`config.mk`:
```
export PLATFORM = sky130hd
export DESIGN_NAME = mem_access_unit
export DESIGN_NICKNAME = d
export VERILOG_FILES = /design/src/rtl/mem_access_unit.sv
export SDC_FILE = /design/constraint.sdc
export NUM_CORES = 1
export LEC_CHECK = 0
export ABC_AREA = 1
export BUFFER_PORTS_ARGS = -buffer_cell sky130_fd_sc_hd__buf_4
export CORE_MARGIN = 2
export CORE_UTILIZATION = 35
export DETAILED_ROUTE_END_ITERATION = 7
export SETUP_SLACK_MARGIN = 0.4
export SLEW_MARGIN = 10
export SYNTH_ARGS = -nofsm -noshare
export SYNTH_HDL_FRONTEND = slang
export SYNTH_SLANG_ARGS = --single-unit
```
`constraint.sdc`:
```
create_clock -name clock -period 2.95 [get_ports clock]
set_clock_uncertainty 0.2 [all_clocks]
set_input_delay 0.295 -clock clock [delete_from_list [all_inputs] [get_ports clock]]
set_output_delay 0.295 -clock clock [all_outputs]
set_load 0.05 [all_outputs]
```
`src/rtl/mem_access_unit.sv`:
```
`default_nettype none
// +------------------------------------------------------------------------+
// | Module      : mem_access_unit                                          |
// | Description : Load/store sequencer between the LEGv8 datapath and the  |
// |               RAM_64bit array. Accepts one request per start strobe,   |
// |               holds the RAM strobes for WAIT_STATES+1 cycles, checks   |
// |               alignment/size legality and returns extended load data.  |
// | Ports       : clock/reset (async, active-low); start, write,           |
// |               sign_extend, size, address_in, store_data (request);     |
// |               load_data, busy, done, fault (status to control unit);   |
// |               mem_* (RAM address, data and strobes).                   |
// | Revision    : 1.0 - initial release                                    |
// +------------------------------------------------------------------------+
module mem_access_unit #(
    parameter int DATA_WIDTH  = 64,
    parameter int ADDR_WIDTH  = 16,
    parameter int WAIT_STATES = 0
) (
    input  logic                  clock,
    input  logic                  reset,
    input  logic                  start,
    input  logic                  write,
    input  logic                  sign_extend,
    input  logic [1:0]            size,
    input  logic [ADDR_WIDTH-1:0] address_in,
    input  logic [DATA_WIDTH-1:0] store_data,
    output logic [DATA_WIDTH-1:0] load_data,
    output logic                  busy,
    output logic                  done,
    output logic                  fault,
    output logic [ADDR_WIDTH-1:0] mem_address,
    output logic [DATA_WIDTH-1:0] mem_wdata,
    input  logic [DATA_WIDTH-1:0] mem_rdata,
    output logic                  mem_chip_select,
    output logic                  mem_write_enable,
    output logic                  mem_read_enable,
    output logic [1:0]            mem_size
);

    typedef enum logic [1:0] {
        IDLE   = 2'd0,
        ACCESS = 2'd1,
        DONE   = 2'd2
    } state_t;

    localparam logic [3:0] C_WAIT_INIT = 4'(WAIT_STATES);

    state_t                  state_q, state_d;
    logic                    write_q, write_d;
    logic                    sext_q, sext_d;
    logic [1:0]              size_q, size_d;
    logic [ADDR_WIDTH-1:0]   addr_q, addr_d;
    logic [DATA_WIDTH-1:0]   wdata_q, wdata_d;
    logic [3:0]              count_q, count_d;
    logic                    fault_q, fault_d;
    logic [DATA_WIDTH-1:0]   load_data_q, load_data_d;

    logic                    misaligned;
    logic                    illegal;
    logic                    sign_bit;
    logic [DATA_WIDTH-1:0]   rd_mask;
    logic [DATA_WIDTH-1:0]   rd_ext;

    // Low 8*2^sz bits set; everything above is the extension/masking region.
    function automatic logic [DATA_WIDTH-1:0] lane_mask(input logic [1:0] sz);
        case (sz)
            2'b00:   lane_mask = DATA_WIDTH'(64'h0000_0000_0000_00FF);
            2'b01:   lane_mask = DATA_WIDTH'(64'h0000_0000_0000_FFFF);
            2'b10:   lane_mask = DATA_WIDTH'(64'h0000_0000_FFFF_FFFF);
            default: lane_mask = {DATA_WIDTH{1'b1}};
        endcase
    endfunction

    // Request legality is judged on the live inputs in the accepting cycle.
    always_comb begin
        case (size)
            2'b00:   misaligned = 1'b0;
            2'b01:   misaligned = address_in[0];
            2'b10:   misaligned = |address_in[1:0];
            default: misaligned = |address_in[2:0];
        endcase
        illegal = misaligned | ((size == 2'b11) && (DATA_WIDTH == 32));
    end

    // Extension of the right-justified read data using the latched size.
    always_comb begin
        case (size_q)
            2'b00:   sign_bit = mem_rdata[7];
            2'b01:   sign_bit = mem_rdata[15];
            2'b10:   sign_bit = mem_rdata[31];
            default: sign_bit = mem_rdata[DATA_WIDTH-1];
        endcase
        rd_mask = lane_mask(size_q);
        // A full-width load has an all-ones mask, so no extension bits remain.
        rd_ext  = (mem_rdata & rd_mask) |
                  ({DATA_WIDTH{sext_q & sign_bit}} & ~rd_mask);
    end

    always_comb begin
        state_d     = state_q;
        write_d     = write_q;
        sext_d      = sext_q;
        size_d      = size_q;
        addr_d      = addr_q;
        wdata_d     = wdata_q;
        count_d     = count_q;
        fault_d     = fault_q;
        load_data_d = load_data_q;
        case (state_q)
            IDLE: begin
                if (start) begin
                    write_d = write;
                    sext_d  = sign_extend;
                    size_d  = size;
                    addr_d  = address_in;
                    wdata_d = store_data & lane_mask(size);
                    fault_d = illegal;
                    if (illegal) begin
                        state_d = DONE;
                    end else begin
                        state_d = ACCESS;
                        count_d = C_WAIT_INIT;
                    end
                end
            end
            ACCESS: begin
                // Counter reaching zero marks the final strobe cycle.
                if (count_q == 4'd0) begin
                    if (!write_q) begin
                        load_data_d = rd_ext;
                    end
                    state_d = DONE;
                end else begin
                    count_d = count_q - 4'd1;
                end
            end
            DONE: begin
                state_d = IDLE;
            end
            default: begin
                state_d = IDLE;
            end
        endcase
    end

    always_ff @(posedge clock or negedge reset) begin
        if (!reset) begin
            state_q     <= IDLE;
            write_q     <= 1'b0;
            sext_q      <= 1'b0;
            size_q      <= 2'b00;
            addr_q      <= '0;
            wdata_q     <= '0;
            count_q     <= 4'd0;
            fault_q     <= 1'b0;
            load_data_q <= '0;
        end else begin
            state_q     <= state_d;
            write_q     <= write_d;
            sext_q      <= sext_d;
            size_q      <= size_d;
            addr_q      <= addr_d;
            wdata_q     <= wdata_d;
            count_q     <= count_d;
            fault_q     <= fault_d;
            load_data_q <= load_data_d;
        end
    end

    // Strobes decode from the state register alone, so an asynchronous
    // reset drops them without waiting for a clock edge.
    assign busy             = (state_q != IDLE);
    assign done             = (state_q == DONE);
    assign fault            = (state_q == DONE) & fault_q;
    assign mem_chip_select  = (state_q == ACCESS);
    assign mem_write_enable = (state_q == ACCESS) & write_q;
    assign mem_read_enable  = (state_q == ACCESS) & ~write_q;
    assign mem_wdata        = ((state_q == ACCESS) && write_q) ? wdata_q : '0;
    assign mem_address      = addr_q;
    assign mem_size         = size_q;
    assign load_data        = load_data_q;

endmodule
`default_nettype wire

```
* Yosys cells after proc, flatten, opt, wreduce, memory -nomap -nowiden
Cells that the tools add are included.
Storage, ports and cells: register bits 155, input bits 151
Cells by class: $add $sub $neg 1, equal/unequal tests 10, multiplexer cells 15, bitwise operators 10, reductions and logical operators 13
Operators by type and width (number):
- 64-bit case mux with 3 select lines | 2
- 64-bit AND | 3
- 64-bit 2-to-1 mux | 3
- 64-bit inverter | 1
- 64-bit OR | 1
- 4-bit 2-to-1 mux | 3
- 4-bit case mux with 2 select lines | 1
- 2-bit by 1-bit == test with 1-bit output, second input constant | 3
- 2-bit == test, second input constant | 3
- 2-bit zero test | 3
- 2-bit 2-to-1 mux | 3
- 2-bit != test, second input constant | 3
- 1-bit case mux with 3 select lines | 2
- 1-bit AND | 4
- 4-bit zero test | 1
- 2-bit case mux with 2 select lines | 1
- 2-bit AND reduction | 2
- 4-bit AND reduction | 1
- 2-bit nonzero test | 2
- 4-bit by 1-bit subtractor with 4-bit output, second input constant | 1
- 3-bit AND reduction | 1
- 3-bit OR reduction | 1
- 2-bit by 1-bit != test with 1-bit output, second input constant | 1
- 2-bit OR reduction | 1
- 2 further kinds | 2

* Depth between registers and ports, before layout
depth in word-level cells 5, gate-level depth with buffers 8, gate-level depth less buffers 7

* Worst setup path after synthesis
No wires, ideal clock.
kind reg2out, start reg state_q[1], end out mem_wdata[10], arrival time 2.375 ns, slack 0.080 ns, cell stages (with the launch flop) 7, path buffers 1, cells stage by stage dfrtp_1 inv_2 nand2_1 nor2_1 inv_2 clkbuf_1 nor2_1
Between the ends: word-level cells in the longest chain between the ends 3
Ends and longest elaborated chain:
- from (decl) | RTL line 48 | state_t state_q, state_d;
- from (signal assigned) | RTL line 158 | state_q <= state_d;
- 2-bit by 1-bit == test with 1-bit output | RTL line 178 | assign mem_wdata = ((state_q == ACCESS) && write_q) ? wdata_q : '0;
- 1-bit logical AND | RTL line 178
- 64-bit 2-to-1 mux | RTL line 178
- to (decl) | RTL line 32 | output logic [DATA_WIDTH-1:0] mem_wdata,
No other way between the ends.

* Worst setup path in the final report
start reg state_q[1], end out mem_wdata[52]
Same word-level chain as after synthesis.

==> flow_summary.toml <==
[worst_setup_path]
critPathArrivalTime_ps = 1910
worstPathCellList = "inv_2 > nand2_1 > nor2_4 > inv_4 > buf_12 > nor2_1 > buf_4"
crit_slowest_cell = "dfrtp_1"
cp-end-kind = "primary output"
critPathMaxFanout = 47
cp_data_required_time_ps = 2460
cpPeakStageDelay_ps = 410
worstSetupPathType = "flop to primary output"
path_delay_family = "buffers and inverters"
path_buf_inv = 4
cp-start-kind = "flop"

[cts]
clockBufferDepth = 2
cts-buffers-inserted = 17
path_clk_slew_ps = 60
clockRootBuffer = "clkbuf_16"
cts_tree = "yes"
clock_latency_ps = 410
h-tree-depth = 4
clock_sinks = 155

[logic_synthesis]
synth-seq-cells = 155
synth_top_area_share = 0.577
synth_edf_count = 0
synthArstFlopShare = 1.00
synthFlopType = "dfrtp_1"
syn_area_um2 = 6720
synthTopCellsByArea = "dfrtp_1, a21oi_1, nor2_1, nand2_1, o21ai_0"
yosys_warnings = 0
post-synth-top-count-cell = "dfrtp_1"
postSynthCellCount = 781
synth_top_area_cell = "dfrtp_1"
ys_seq_area_frac = 0.577
syn_nets = 933
synth_cell_type_count = 24
syn-mean-instance-area_um2 = 8.60
synth_commonest_cells = "dfrtp_1, nor2_1, a21oi_1"

[route]
viasPerCell = 4.76
final_antenna_net_count = 0
drcViolationCount = 0
wl_per_cell_um = 15.4
drt_iter0_drc = 278
drtPass1Iterations = 6
via_count = 6913
wl_um = 22300

[job]
cap_violations = 0

[die]
fp.coreArea_um2 = 18800
floorplan.initialDensity = 0.358
rows = 50
die_x_um = 143
ios = 303
dieArea_um2 = 20300
die_y_um = 143

[global_route]
grt_pass1_wl_um = 35100
grt_max_degree = 86
grt_antenna_before_repair = 0
grt_usage = 0.220
grt_pass1_vias = 6914
overflow = 0

[final_layout]
drive_gt1_frac = 0.291
n_antenna_cell = 0
finalNetCount = 1359
areaGrowthSynthToFinish_pct = 66.7

[timing]
grt_setup_unrepaired = "no"
period_needed_ps = 2400
finalCritPeriodShare = 0.814
fin_tns_setup_ps = 0
drv_slew = 0
setup_viol = 0
max_slew_margin = 0.531
fmax_mhz = 416
hold_viol = 0
worst_slew_pin_slew_ps = 702

[power_and_ir_drop]
ir_worst_vdd_mv = 0.446
power_density_nw_per_um2 = 1050
finalPower_mw = 11.8
leakagePower_nw = 5.52

[worst_hold_path]
hp-class = "input port to flop"

[placement]
dp_hpwl_um = 14200
routabilityCongestion = 0.768
portBuffers = 302

[status]
status = "complete, no violations"
==> state kept, by name (all words and copies together), names as in the netlist <==
signal,count
state_q,2
load_data,64
write_q,1
count_q,4
mem_size,2
fault_q,1
mem_address,16
wdata_q,64
sext_q,1
==> worst min-delay path: cells and delay by family <==
family	cells	cell delay, ps
buf+inv	1	110
simple gates	1	110
compound gates	1	90
==> cell families after synthesis <==
logic type / Yosys count / synth area share
fa+ha+maj: 1 / 0.00186
flops: 155 / 0.577
simple gates: 307 / 0.191
compound gates: 183 / 0.137
xor+xnor: 2 / 0.00261
buf+inv: 133 / 0.0903
==> cell usage in the layout (no fill, tap or decap) <==
master	Yosys	final
a21oi_1	110	110
a31oi_1	1	1
buf_12	0	6
buf_4	2	306
buf_6	11	2
bufinv_16	0	3
clkbuf_1	22	2
clkbuf_16	0	17
clkinv_2	0	4
clkinv_4	0	2
clkinvlp_4	0	3
dfrtp_1	155	155
dlygate4sd3_1	0	145
ha_1	1	1
inv_1	78	78
inv_2	3	2
inv_4	0	1
nand2_1	99	99
nand2_2	1	1
nand3_1	70	70
nand3_2	2	2
nand4_1	1	1
nor2_1	127	126
nor2_2	2	1
nor2_4	2	4
nor3_1	1	1
o21ai_0	72	72
or2_1	1	1
or2_2	1	1
xor2_1	2	2
==> path summary, 6_finish.rpt <==
path / slack [ps] / cells past startpoint / to / start
worst max-delay path: 550 / 7 / mem_wdata[52] / state_q[1]
worst min-delay path: 30 / 3 / load_data[63] / mem_rdata[63]
worst max register to register: 600 / 4 / load_data[18] / mem_size[1]
worst min register to register: 270 / 2 / mem_address[3] / mem_address[3]
max in group asynchronous: 1590 / 3 / wdata_q[16] / reset
min in group asynchronous: 230 / 2 / load_data[43] / reset
==> routing by layer <==
layer | vias to the layer above | GRT usage | routed length, um
met3 | 27 | 0.0676 | 1960
met4 | 0 | 0.0735 | 408
met1 | 3250 | 0.276 | 9470
li1 | 3349 | - | -
met5 | - | 0 | 0
met2 | 287 | 0.362 | 10500
==> report_power, final <==
group,leakage (nW),internal [mW],switching (mW)
combinational,3.31,1.79,4.22
clock,0.279,1.32,0.871
sequential,1.93,3.08,0.522
==> metrics by stage <==
| stage | cells | area [um2] | hold WS, ps | setup WS [ps] | util |
|---|---|---|---|---|---|
| after floorplan | 781 | 6720 | -201 | 356 | - |
| final | 1453 | 11200 | 25.7 | 547 | 0.597 |
| after global routing | 1453 | 11200 | 15.0 | 402 | 0.597 |
| after global placement | 1277 | 9150 | 96.2 | 808 | 0.488 |
| after CTS | 1453 | 11200 | 0.152 | 429 | 0.596 |
| after detailed placement | 1277 | 9150 | 97.1 | 731 | 0.488 |
==> cell type report <==
cell class / instances / area (um2)
Tap cell: 234 / 293
Sequential cell: 155 / 3880
Fill cell: 1591 / 7570
Clock buffer: 19 / 433
Timing Repair Buffer: 459 / 3890
Clock inverter: 12 / 150
Multi-Input combinational cell: 493 / 2240
Inverter: 81 / 307
==> what timing repair did <==
action,CTS,global route
setup buffers,0,0
hold buffers,145,0
resized for setup,0,4
endpoints found under the setup margin,0,47
hold endpoints to repair,195,0
Note: power is estimated with default switching activity, not from simulation.
